[src/rtl/hazard_ctrl_pkg.sv]
// Shared types for the RV32I pipeline hazard controller: decode control,
// FSM states, forwarding select codes and the EX/MEM shadow entry.
package hazard_ctrl_pkg;

    typedef logic [31:0] instruction_type;

    typedef enum logic [2:0] {
        FMT_R,
        FMT_I,
        FMT_S,
        FMT_B,
        FMT_U,
        FMT_J
    } format_type;

    typedef struct packed {
        format_type fmt;
        logic       reg_write;
        logic       mem_read;
        logic       mem_write;
    } control_type;

    typedef enum logic [1:0] {
        HZ_RUN,
        HZ_DRAIN,
        HZ_TRAP,
        HZ_HALT
    } hazard_state_type;

    typedef enum logic [1:0] {
        CAUSE_NONE   = 2'd0,
        CAUSE_DECODE = 2'd1,
        CAUSE_REG    = 2'd2,
        CAUSE_BOTH   = 2'd3
    } trap_cause_type;

    localparam int unsigned FWD_REG    = 0;
    localparam int unsigned FWD_EX_MEM = 1;
    localparam int unsigned FWD_MEM_WB = 2;

    typedef struct packed {
        logic       valid;
        logic [4:0] rd;
        logic       reg_write;
        logic       mem_read;
        logic       mem_write;
    } shadow_entry_type;

    function automatic logic uses_rs1(input format_type fmt);
        return fmt inside {FMT_R, FMT_I, FMT_S, FMT_B};
    endfunction

    function automatic logic uses_rs2(input format_type fmt);
        return fmt inside {FMT_R, FMT_S, FMT_B};
    endfunction

endpackage

[src/rtl/hazard_fwd_unit.sv]
// Matches one ID source register against the EX and MEM shadow entries:
// forwarding select (nearest producer wins) and load-use detection.
module hazard_fwd_unit
    import hazard_ctrl_pkg::*;
#(
    parameter int FWD_SEL_W = 2
) (
    input  logic [4:0]           rs,
    input  logic                 rs_used,
    input  shadow_entry_type     ex_entry,
    input  shadow_entry_type     mem_entry,
    output logic [FWD_SEL_W-1:0] fwd_sel,
    output logic                 load_use
);

    logic ex_match;
    logic mem_match;
    logic ex_hit;
    logic mem_hit;

    assign ex_match  = ex_entry.valid && (ex_entry.rd != 5'd0) && (ex_entry.rd == rs);
    assign mem_match = mem_entry.valid && (mem_entry.rd != 5'd0) && (mem_entry.rd == rs);
    assign ex_hit    = ex_match && ex_entry.reg_write;
    assign mem_hit   = mem_match && mem_entry.reg_write;

    always_comb begin
        fwd_sel = FWD_SEL_W'(FWD_REG);
        if (ex_hit) begin
            fwd_sel = FWD_SEL_W'(FWD_EX_MEM);
        end else if (mem_hit) begin
            fwd_sel = FWD_SEL_W'(FWD_MEM_WB);
        end
    end

    assign load_use = rs_used && ex_match && ex_entry.mem_read;

endmodule

[src/rtl/hazard_ctrl.sv]
// Pipeline sequencing controller: load-use stalls, memory-wait freeze,
// branch flushes, operand forwarding and the illegal-instruction trap.
//
//   state    | meaning
//   ---------+-----------------------------------------------------------
//   HZ_RUN   | normal flow; watch ID for an illegal instruction
//   HZ_DRAIN | hold IF/ID, inject bubbles while the counter runs down
//   HZ_TRAP  | trap pulse, pipeline still held
//   HZ_HALT  | held with halted high until resume
module hazard_ctrl
    import hazard_ctrl_pkg::*;
#(
    parameter int DRAIN_CYCLES = 2,
    parameter int FWD_SEL_W    = 2
) (
    input  logic                 clk,
    input  logic                 reset,
    input  logic                 id_valid,
    input  instruction_type      id_instr,
    input  control_type          id_control,
    input  logic                 id_decode_failed,
    input  logic                 id_reg_illegal,
    input  logic                 ex_branch_taken,
    input  logic                 mem_ready,
    input  logic                 resume,
    output logic                 stall_if_id,
    output logic                 stall_all,
    output logic                 flush_if_id,
    output logic                 flush_id_ex,
    output logic [FWD_SEL_W-1:0] fwd_a_sel,
    output logic [FWD_SEL_W-1:0] fwd_b_sel,
    output logic                 trap,
    output logic [1:0]           trap_cause,
    output logic                 halted
);

    localparam logic [2:0] DRAIN_LOAD = 3'(DRAIN_CYCLES - 1);

    hazard_state_type state;
    logic [2:0]       drain_cnt;
    trap_cause_type   cause_q;
    shadow_entry_type ex_entry;
    shadow_entry_type mem_entry;
    shadow_entry_type id_entry;

    logic [4:0] rs1;
    logic [4:0] rs2;
    logic       load_use_a;
    logic       load_use_b;
    logic       load_use;
    logic       hold;
    logic       illegal;
    logic       unused_instr_bits;

    assign rs1 = id_instr[19:15];
    assign rs2 = id_instr[24:20];
    assign unused_instr_bits = ^{id_instr[31:25], id_instr[14:12], id_instr[6:0]};

    assign id_entry = '{
        valid:     id_valid,
        rd:        id_instr[11:7],
        reg_write: id_control.reg_write,
        mem_read:  id_control.mem_read,
        mem_write: id_control.mem_write
    };

    hazard_fwd_unit #(.FWD_SEL_W(FWD_SEL_W)) u_fwd_a (
        .rs        (rs1),
        .rs_used   (id_valid && uses_rs1(id_control.fmt)),
        .ex_entry  (ex_entry),
        .mem_entry (mem_entry),
        .fwd_sel   (fwd_a_sel),
        .load_use  (load_use_a)
    );

    hazard_fwd_unit #(.FWD_SEL_W(FWD_SEL_W)) u_fwd_b (
        .rs        (rs2),
        .rs_used   (id_valid && uses_rs2(id_control.fmt)),
        .ex_entry  (ex_entry),
        .mem_entry (mem_entry),
        .fwd_sel   (fwd_b_sel),
        .load_use  (load_use_b)
    );

    assign load_use = load_use_a || load_use_b;
    assign hold     = (state != HZ_RUN);

    // A pending data-memory access freezes everything, including the FSM.
    assign stall_all   = mem_entry.valid && (mem_entry.mem_read || mem_entry.mem_write) && !mem_ready;
    assign stall_if_id = !stall_all && (load_use || hold);
    assign flush_id_ex = !stall_all && (load_use || hold || ex_branch_taken);
    assign flush_if_id = !stall_all && ex_branch_taken;

    // The ID instruction behind a taken branch is wrong-path and cannot trap.
    assign illegal = (state == HZ_RUN) && id_valid && (id_decode_failed || id_reg_illegal)
                     && !ex_branch_taken;

    assign trap       = (state == HZ_TRAP);
    assign halted     = (state == HZ_HALT);
    assign trap_cause = cause_q;

    always_ff @(posedge clk or posedge reset) begin
        if (reset) begin
            ex_entry  <= '0;
            mem_entry <= '0;
        end else if (!stall_all) begin
            mem_entry <= ex_entry;
            if (flush_id_ex || stall_if_id) begin
                ex_entry <= '0;
            end else begin
                ex_entry <= id_entry;
            end
        end
    end

    always_ff @(posedge clk or posedge reset) begin
        if (reset) begin
            state     <= HZ_RUN;
            drain_cnt <= '0;
            cause_q   <= CAUSE_NONE;
        end else if (!stall_all) begin
            unique case (state)
                HZ_RUN: begin
                    if (illegal) begin
                        cause_q   <= trap_cause_type'({id_reg_illegal, id_decode_failed});
                        drain_cnt <= DRAIN_LOAD;
                        state     <= HZ_DRAIN;
                    end
                end
                HZ_DRAIN: begin
                    if (drain_cnt == 3'd0) begin
                        state <= HZ_TRAP;
                    end else begin
                        drain_cnt <= drain_cnt - 3'd1;
                    end
                end
                HZ_TRAP: begin
                    state <= HZ_HALT;
                end
                HZ_HALT: begin
                    if (resume) begin
                        cause_q <= CAUSE_NONE;
                        state   <= HZ_RUN;
                    end
                end
                default: begin
                    state <= HZ_RUN;
                end
            endcase
        end
    end

endmodule

[config.mk]
export PLATFORM = sky130hd
export DESIGN_NAME = hazard_ctrl
export DESIGN_NICKNAME = d
export VERILOG_FILES = /design/src/rtl/hazard_ctrl_pkg.sv /design/src/rtl/hazard_fwd_unit.sv /design/src/rtl/hazard_ctrl.sv
export SDC_FILE = /design/constraint.sdc
export NUM_CORES = 1
export LEC_CHECK = 0
export ABC_AREA = 1
export CAP_MARGIN = 40
export CORE_UTILIZATION = 40
export DETAILED_ROUTE_END_ITERATION = 10
export GPL_ROUTABILITY_DRIVEN = 0
export PLACE_DENSITY_LB_ADDON = 0.05
export SETUP_SLACK_MARGIN = 0.5
export SLEW_MARGIN = 20
export SYNTH_ARGS = -nofsm -noshare
export SYNTH_HDL_FRONTEND = slang
export SYNTH_SLANG_ARGS = --single-unit
export TNS_END_PERCENT = 1
[constraint.sdc]
create_clock -name clk -period 1.6 [get_ports clk]
set_clock_uncertainty 0.1 [all_clocks]
set_input_delay 0.24 -clock clk [delete_from_list [all_inputs] [get_ports clk]]
set_output_delay 0.24 -clock clk [all_outputs]
set_load 0.03 [all_outputs]
======== Word level (Yosys, flattened, before mapping) ========
Cells that the tools add are included.
cells by class
  order comparisons ....................... 0
  reduce and logical (&&, ||, !) cells .... 46
  $add $sub $neg .......................... 1
  shift operators ......................... 0
  multipliers ............................. 0
  muxes and demuxes ....................... 14
  divide/modulo/power cells ............... 0
  bitwise operators ....................... 1
  equality and inequality tests ........... 14
operators with widths
  operator               number
  $logic_and A1 B1 Y1    24
  $eq A5 B5 Y1           4
  $mux W2                8
  $reduce_and A4 Y1      3
  $reduce_bool A5 Y1     2
  $mux W9                1
  $ne A2 B2 Y1 const B   4
  $pmux W2 S4            1
  $eq A3 B2 Y1 const B   2
  $logic_not A3 Y1       2
  $logic_or A1 B1 Y1     6
  $mux W3                2
  $pmux W3 S2            1
  $reduce_bool A2 Y1     3
  $eq A2 B2 Y1 const B   2
  $pmux W2 S2            1
  $reduce_bool A4 Y1     1
  $eq A3 B1 Y1 const B   1
  $logic_not A1 Y1       3
  $reduce_bool A3 Y1     1
  $sub A3 B1 Y3 const B  1
  $eq A2 B1 Y1 const B   1
  $logic_not A2 Y1       1
  $not A1 Y1             1
storage, ports and cells
  latch bits .............................. 0
  register bits ........................... 25
  output and inout bits ................... 12
  memories kept ........................... 0
  bits in read-only memories .............. 0
  logic and storage cells ................. 89
  input bits .............................. 46
  RAM bits ................................ 0

======== Longest topological paths before layout ========
Gate-level depths: netlist of the first run.
  depth after elaboration ................. 11
  mapped depth ............................ 11
  mapped depth without buffers ............ 11

======== Modules after synthesis ========
From an unflattened synthesis of the first run, not the netlist that was laid out.
second synthesis, totals
  cell total of the unflattened synthesis .. 274
  area, all modules ....................... 1,815.5 µm²
modules (own cells, without submodules)
  module           seq. area each (µm²)  cells an instance  area each (µm²)  times used
  hazard_ctrl      625.6                 158                1,302.5          1
  hazard_fwd_unit  0.0                   58                 256.5            2

======== Worst setup path before layout of the first run ========
No wires, ideal clock.
  path type ............................... register to output
  from .................................... register mem_entry[0] (netlist name)
  to ...................................... output port flush_id_ex
  required time ........................... 1,260 ps
  path buffers ............................ 0
  stages on the path, launching flop included .. 6
  setup slack ............................. -356 ps
  arrival time ............................ 1,616 ps
  cells stage by stage .................... dfrtp_1 o21ai_4 inv_2 nor2_1 inv_2 nand2_1
between the ends
  cells in the longest elaborated chain, start to end .. 5
RTL lines
  item                               line               RTL
  $logic_or A1 B1 Y1                 hazard_ctrl.sv:89  assign stall_all = mem_entry.valid && (mem_entry.mem_read || mem_entry.mem_write) && !mem_ready;
  $logic_and A1 B1 Y1 (2 in series)  hazard_ctrl.sv:89
  $logic_not A1 Y1                   --
  $logic_and A1 B1 Y1                hazard_ctrl.sv:91  assign flush_id_ex = !stall_all && (load_use || hold || ex_branch_taken);
  to (decl)                          hazard_ctrl.sv:29  output logic flush_id_ex,
No other way between the ends.

======== Worst setup path in the final report of the first run ========
  from .................................... register ex_entry[4] (netlist name)
  to ...................................... output port stall_if_id
between the ends
  cells in the longest elaborated chain, start to end .. 8
  elaborated cells on any way between the ends .. 13
  those cells by class .................... 2 x eq/ne; 11 x reduce/logical
RTL lines
  item                               line                   RTL
  $reduce_bool A5 Y1                 hazard_fwd_unit.sv:21  assign ex_match = ex_entry.valid && (ex_entry.rd != 5'd0) && (ex_entry.rd == rs);
  $logic_and A1 B1 Y1 (2 in series)  hazard_fwd_unit.sv:21
  $logic_and A1 B1 Y1 (2 in series)  hazard_fwd_unit.sv:35  assign load_use = rs_used && ex_match && ex_entry.mem_read;
  $logic_or A1 B1 Y1 *               hazard_ctrl.sv:85      assign load_use = load_use_a || load_use_b;
  $logic_or A1 B1 Y1 *               hazard_ctrl.sv:90      assign stall_if_id = !stall_all && (load_use || hold);
  $logic_and A1 B1 Y1 *              hazard_ctrl.sv:90
  to (decl)                          hazard_ctrl.sv:26      output logic stall_if_id,
Every way passes the cells marked *; elsewhere a longest branch is shown, timed or not.

==> results of run 1 <==
worst max-delay path: stages (launching register included):
cell	delay (ps)
dfrtp_2	470
nand2_1	90
nand2_1	50
nor2_1	90
nand2_1	80
nor2_2	130
nand4_1	100
nand3_2	120
nand2_4	80
clkinvlp_4	80
buf_6	120
cell families (layout without fill, tap and decap cells):
kind of cell	after synthesis	in the layout	synth area share [%]
xor gates and xnor gates	9	9	4.89
AOI/OAI and AO/OA	30	30	11.0
adders and majority gates	6	6	4.65
buffers and inverters	50	122	12.3
DFF	25	25	38.8
and+or+nand+nor	107	107	28.4
where the power goes:
group | switching (W) | internal [W] | leakage (nW)
Combinational | 0.000861 | 0.000750 | 0.909
Sequential | 0.000124 | 0.000778 | 0.328
Clock | 0.000197 | 0.000178 | 0.0228
Total | 0.00118 | 0.00171 | 1.26
synthesized netlist by cell type (all sizes together):
library cell / number / share of area, %
a21oi: 5 / 1.6
o221ai: 1 / 0.54
dfrtp: 25 / 39
ha: 6 / 4.7
a211oi: 2 / 0.93
xnor2: 5 / 2.7
buf: 4 / 1.6
nand4: 3 / 1.2
nor2: 25 / 6.0
clkbuf: 1 / 0.23
nand3: 16 / 5.3
xor2: 4 / 2.2
o22ai: 3 / 1.2
nand3b: 1 / 0.47
inv: 45 / 10
nor3: 4 / 1.6
nand2: 58 / 14
a221oi: 1 / 0.54
o21ai: 18 / 6.3
flip-flops by register name, summed over array words and instances, names as in the netlist:
name        flops
drain_cnt       3
state           2
mem_entry       9
ex_entry        9
trap_cause      2
through the flow:
| stage | utilization (%) | area, um2 | std cells | TNS, ps |
|---|---|---|---|---|
| floorplan | - | 1630 | 227 | 0 |
| global placement | 60.0 | 2260 | 339 | -6320 |
| detailed placement | 60.0 | 2260 | 339 | -6520 |
| CTS | 64.4 | 2430 | 345 | -2630 |
| global route | 66.9 | 2520 | 347 | -5600 |
| finish | 66.9 | 2520 | 347 | -3800 |
repair_timing:
action / 4_1_cts / 5_1_grt
pin swaps: 13 / 12
gates resized for setup: 56 / 21
cloned: 0 / 0
setup buffers: 2 / 2
setup endpoints to repair: 37 / 37
per-layer routing:
metal / GRT usage, % / wire, um / vias up
met5: 0 / 0 / -
met4: 5.71 / 22 / 0
met1: 27.0 / 1860 / 743
li1: - / - / 852
met3: 2.43 / 149 / 4
met2: 36.6 / 1990 / 40
area by class of cell:
class,count,area (um2)
clock buffer,4,45.0
fill,339,1250
inverter,45,175
multi-input combinational,152,948
sequential,25,631
tap,48,60.1
timing repair buffer,73,664
final timing paths:
| path | end | slack, ps | cells past startpoint |
|---|---|---|---|
| max | stall_if_id | -420 | 10 |
| min | drain_cnt[0] | 230 | 3 |
| max reg2reg | ex_entry[4] | -210 | 12 |
| min reg2reg | mem_entry[0] | 390 | 2 |
| max in group asynchronous | ex_entry[5] | 900 | 3 |
| min in group clk | mem_entry[0] | 390 | 2 |
==> results.py, run 1 <==
metrics = {
    "die": {
        "coreArea_mm2": 0.00377,
        "dieArea_mm2": 0.00429,
        "start_util_pct": 42.8,
        "design.portCount": 58,
        "dieHeight_um": 65.5,
        "fp-row-count": 22,
        "die_w_um": 65.5,
    },
    "setup_path": {
        "cp-end-kind": "primary output",
        "r2r_start": "ex_entry[4]",
        "cp_max_fo": 6,
        "startpoint": "ex_entry[4]",
        "arrival_ps": 1680,
        "cp.required_ps": 1260,
        "path_class": "reg -> out",
        "cp-start-kind": "register",
    },
    "power_and_ir_drop": {
        "ir_drop_uv": 667,
        "p_leak_nw": 1.26,
        "power_density_mw_per_mm2": 1140,
        "total_power_w": 0.00289,
    },
    "cells_and_area": {
        "mostFrequentLayoutCell": "nand2_1",
        "fin_nets": 352,
        "antennaDiodeCount": 0,
        "drive_gt1_share_pct": 32.1,
        "final_cell_mix": "nand2_1, inv_1, buf_4",
        "area_delta_synth_final_pct": 56.5,
    },
    "drt": {
        "drtPass1Iterations": 4,
        "drt-total-wl_um": 4030,
        "routedWlPerCell_um": 11.6,
        "detail_route.vias_per_cell": 4.72,
        "ant_nets": 0,
        "vias": 1639,
        "route.detailed.drc": 0,
        "drt_iter0_drc": 40,
    },
    "placed_design": {
        "portBuffers": 40,
        "dp_hpwl_um": 2970,
        "pre_cts_ws_ps": -423,
    },
    "run_status": {
        "outcome": "complete, but fails checks",
        "violations": "setup timing",
    },
    "cts": {
        "clk_latency_ps": 260,
        "cts_tree": "built",
        "path_clk_slew_ps": 90,
        "numCtsBuffers": 3,
        "postCtsHoldBufs": 0,
        "clkSinkCount": 25,
        "cts_root_buf": "clkbuf_8",
        "htreeDepth": 1,
        "clk_path_buf_depth": 2,
    },
    "sta": {
        "finalWorstSetupSlack_ps": -422,
        "maxSlewHeadroom_pct": 78.3,
        "tightest_slew_ps": 326,
        "period_share_pct": 126,
        "setup_viol": 17,
        "whs_ps": 229,
        "rsz0062_at_grt": "yes",
        "finalHoldViolations": 0,
        "finalMaxSlewViolations": 0,
        "fmaxAchievable_mhz": 495,
        "layout_min_cycle_time_ps": 2020,
    },
    "grt": {
        "antenna_found_initial": 0,
        "grt_pass1_vias": 1641,
        "grt_max_degree": 26,
        "grt_pass1_wl_um": 6970,
        "grt-ovfl-total": 0,
        "grt_use_total_pct": 20.9,
    },
    "synth": {
        "syn_nets": 279,
        "synth-seq-area-share_pct": 38.8,
        "ys_seq_elements": 25,
        "synth.avg_cell_area_um2": 7.10,
        "synth_cell_types": 26,
        "syn_area_mm2": 0.00161,
        "ys_warn_count": 0,
        "syn_inst": 227,
    },
    "run": {
        "cap_viol_max_count": 0,
    },
    "hold_path": {
        "min_path_type": "in -> async",
    },
}
Note: power is estimated with default switching activity, not from simulation.
==> run 2: changes to the inputs <==
--- a/config.mk
+++ b/config.mk
@@ -10,8 +10,10 @@
 export CORE_UTILIZATION = 40
 export DETAILED_ROUTE_END_ITERATION = 10
 export GPL_ROUTABILITY_DRIVEN = 0
+export HOLD_SLACK_MARGIN = 0.02
 export PLACE_DENSITY_LB_ADDON = 0.05
 export SETUP_SLACK_MARGIN = 0.5
+export SKIP_LAST_GASP = 1
 export SLEW_MARGIN = 20
 export SYNTH_ARGS = -nofsm -noshare
 export SYNTH_HDL_FRONTEND = slang
==> run 2 against run 1 <==
Net effect: the run still ends with setup timing left; critical path depth is 2 higher; die area stayed put; sequential share of layout area is 1.7 points higher; utilization is 4.3 points lower; global-route usage is 0.98 points lower; first-iteration DRC count is 5.0% higher; wire length is 5.0% lower; combinational power is 18% lower; worst setup slack better by 16 ps; final cell count is 0.29% lower; clock power hardly changed; critical path type is now in -> out; critical endpoint unchanged; highest routed layer unchanged.
==> results.py, run 2 (same netlist as run 1, synthesis figures left out) <==
metrics = {
    "run_status": {
        "outcome": "complete, but fails checks",
        "violations": "setup timing",
    },
    "drt": {
        "routedWlPerCell_um": 11.1,
        "drtPass1Iterations": 4,
        "detail_route.vias_per_cell": 4.62,
        "drt-total-wl_um": 3830,
        "vias": 1600,
        "ant_nets": 0,
        "route.detailed.drc": 0,
        "drt_iter0_drc": 42,
    },
    "setup_path": {
        "cp_max_fo": 3,
        "cp-end-kind": "primary output",
        "r2r_setup_slack_ps": -70,
        "cp.required_ps": 1260,
        "crit_slowest_cell": "clkdlybuf4s50_1",
        "r2r_start": "ex_entry[3]",
        "slowest_delay_ps": 500,
        "cp-start-kind": "primary input",
        "reg2reg_to": "ex_entry[0]",
        "cp_common_cell": "nand2_1",
        "crit_chain": "clkdlybuf4s50_1 > inv_1 > nand2_1 > nand2_1 > nor2_1 > nand2_1 > nor2_2 > nand4_1 > nand3_2 > nand2_4 > clkinvlp_4 > buf_4",
        "r2r_cells": 11,
        "path_class": "in -> out",
        "arrival_ps": 1670,
    },
    "cells_and_area": {
        "final_cell_mix": "nand2_1, buf_4, inv_1",
        "drive_gt1_share_pct": 22.1,
        "fin_nets": 351,
        "top_regs": "ex_entry: 9 flops, mem_entry: 9 flops, drain_cnt: 3 flops",
        "area_delta_synth_final_pct": 46.5,
        "regArea_um2": 631,
        "mostFrequentLayoutCell": "nand2_1",
        "multi_input_area_um2": 831,
        "fin_cells": 346,
        "antennaDiodeCount": 0,
        "final.fill_count": 356,
    },
    "grt": {
        "use_met1_pct": 26.3,
        "top_usage_layer": "met2",
        "antenna_found_initial": 0,
        "grt_max_degree": 26,
        "grt-ovfl-total": 0,
        "grt_pass1_wl_um": 6640,
        "grt_use_total_pct": 19.9,
        "use_met3_pct": 2.26,
        "use_met2_pct": 34.9,
        "grt_pass1_vias": 1566,
    },
    "sta": {
        "layout_min_cycle_time_ps": 2010,
        "setup_viol": 19,
        "finalMaxSlewViolations": 0,
        "finalWorstSetupSlack_ps": -405,
        "period_share_pct": 125,
        "rsz0062_at_grt": "yes",
        "fmaxAchievable_mhz": 499,
        "tightest_slew_ps": 320,
        "finalHoldViolations": 0,
        "maxSlewHeadroom_pct": 78.7,
    },
    "cts": {
        "htreeDepth": 1,
        "clkSinkCount": 25,
        "cts_tree": "built",
        "postCtsHoldBufs": 0,
        "path_clk_slew_ps": 80,
        "clk_latency_ps": 270,
        "cts_root_buf": "clkbuf_8",
        "numCtsBuffers": 3,
        "clk_path_buf_depth": 2,
    },
    "die": {
        "design.portCount": 58,
        "dieArea_mm2": 0.00429,
        "coreArea_mm2": 0.00377,
        "start_util_pct": 42.8,
        "fp-row-count": 22,
        "die_w_um": 65.5,
        "dieHeight_um": 65.5,
    },
    "placed_design": {
        "portBuffers": 40,
        "dp_hpwl_um": 2970,
        "placed_cells": 339,
    },
    "power_and_ir_drop": {
        "p_sw_w": 0.00104,
        "p_leak_nw": 1.22,
        "power_density_mw_per_mm2": 1090,
        "p_comb_share_pct": 51.2,
        "pwr-share-clk_pct": 14.5,
        "swShare_pct": 40.2,
        "total_power_w": 0.00258,
        "p_int_w": 0.00155,
        "p_seq_share_pct": 34.3,
        "ir_drop_uv": 661,
    },
    "run": {
        "cap_viol_max_count": 0,
    },
    "hold_path": {
        "min_path_type": "in -> async",
    },
}
## run 2: changes by cell type in the layout (fill, tap and decap cells not counted), sizes merged
cell and delta:
buf -4, dlymetal6s2s -1, clkdlybuf4s50 +4
## run 2: power groups by stage
stage / Combinational (W) / Sequential, W / Clock (W)
after CTS: 0.00130 / 0.000888 / 0.000379
final: 0.00132 / 0.000886 / 0.000375
after detailed placement: 0.00127 / 0.000898 / 0
after global placement: 0.00126 / 0.000895 / 0
after global routing: 0.00148 / 0.000908 / 0.000398
after floorplan: 0.000782 / 0.000911 / 0
## run 2: area by class of cell
type	count	share of cell area (%)
multi-input cells	152	35.2
flip-flops and latches	25	26.7
repair buffers	72	26.3
inverters	45	7.42
well taps	48	2.54
clock buffers	4	1.91
## run 2: stage by stage
stage	setup slack, ps	util (%)	area [um2]	setup TNS [ps]	hold slack, ps
floorplan	46.6	-	1630	0	167
global placement	-436	60.0	2260	-6320	366
detailed placement	-423	60.0	2260	-6520	367
CTS	-409	62.0	2340	-3340	232
global route	-514	62.6	2360	-6230	263
finish	-405	62.6	2360	-3270	227
## run 2: how the worst max path moves through the flow
stage | end | cells past startpoint | startpoint | slack [ps]
after CTS | fwd_a_sel[1] | 10 | ex_entry[4] | -410
after floorplan | stall_if_id | 10 | ex_entry[3] | 50
after global placement | fwd_a_sel[1] | 9 | id_instr[15] | -440
after detailed placement | stall_if_id | 12 | id_instr[20] | -420
final | stall_if_id | 12 | id_instr[21] | -410
after global routing | stall_if_id | 10 | ex_entry[3] | -510
## run 2: timing repair
item / 4_1_cts / 5_1_grt
endpoints found under the setup margin: 37 / 37
buffers inserted: 2 / 1
endpoints found under the hold margin: 0 / 0
pin swaps: 6 / 1
gates resized for setup: 10 / 5
## run 2: worst max-delay path, delay by kind of cell
family | cells | cell delay, ps
buf+inv | 4 | 760
simple gates | 8 | 660
## run 2: routing by layer
layer	part of all wire, %	up-vias	wire length, um
li1	-	850	-
met1	49	710	1860
met2	47	35	1810
met3	3.1	5	119
met4	0.94	0	36
met5	0	-	0
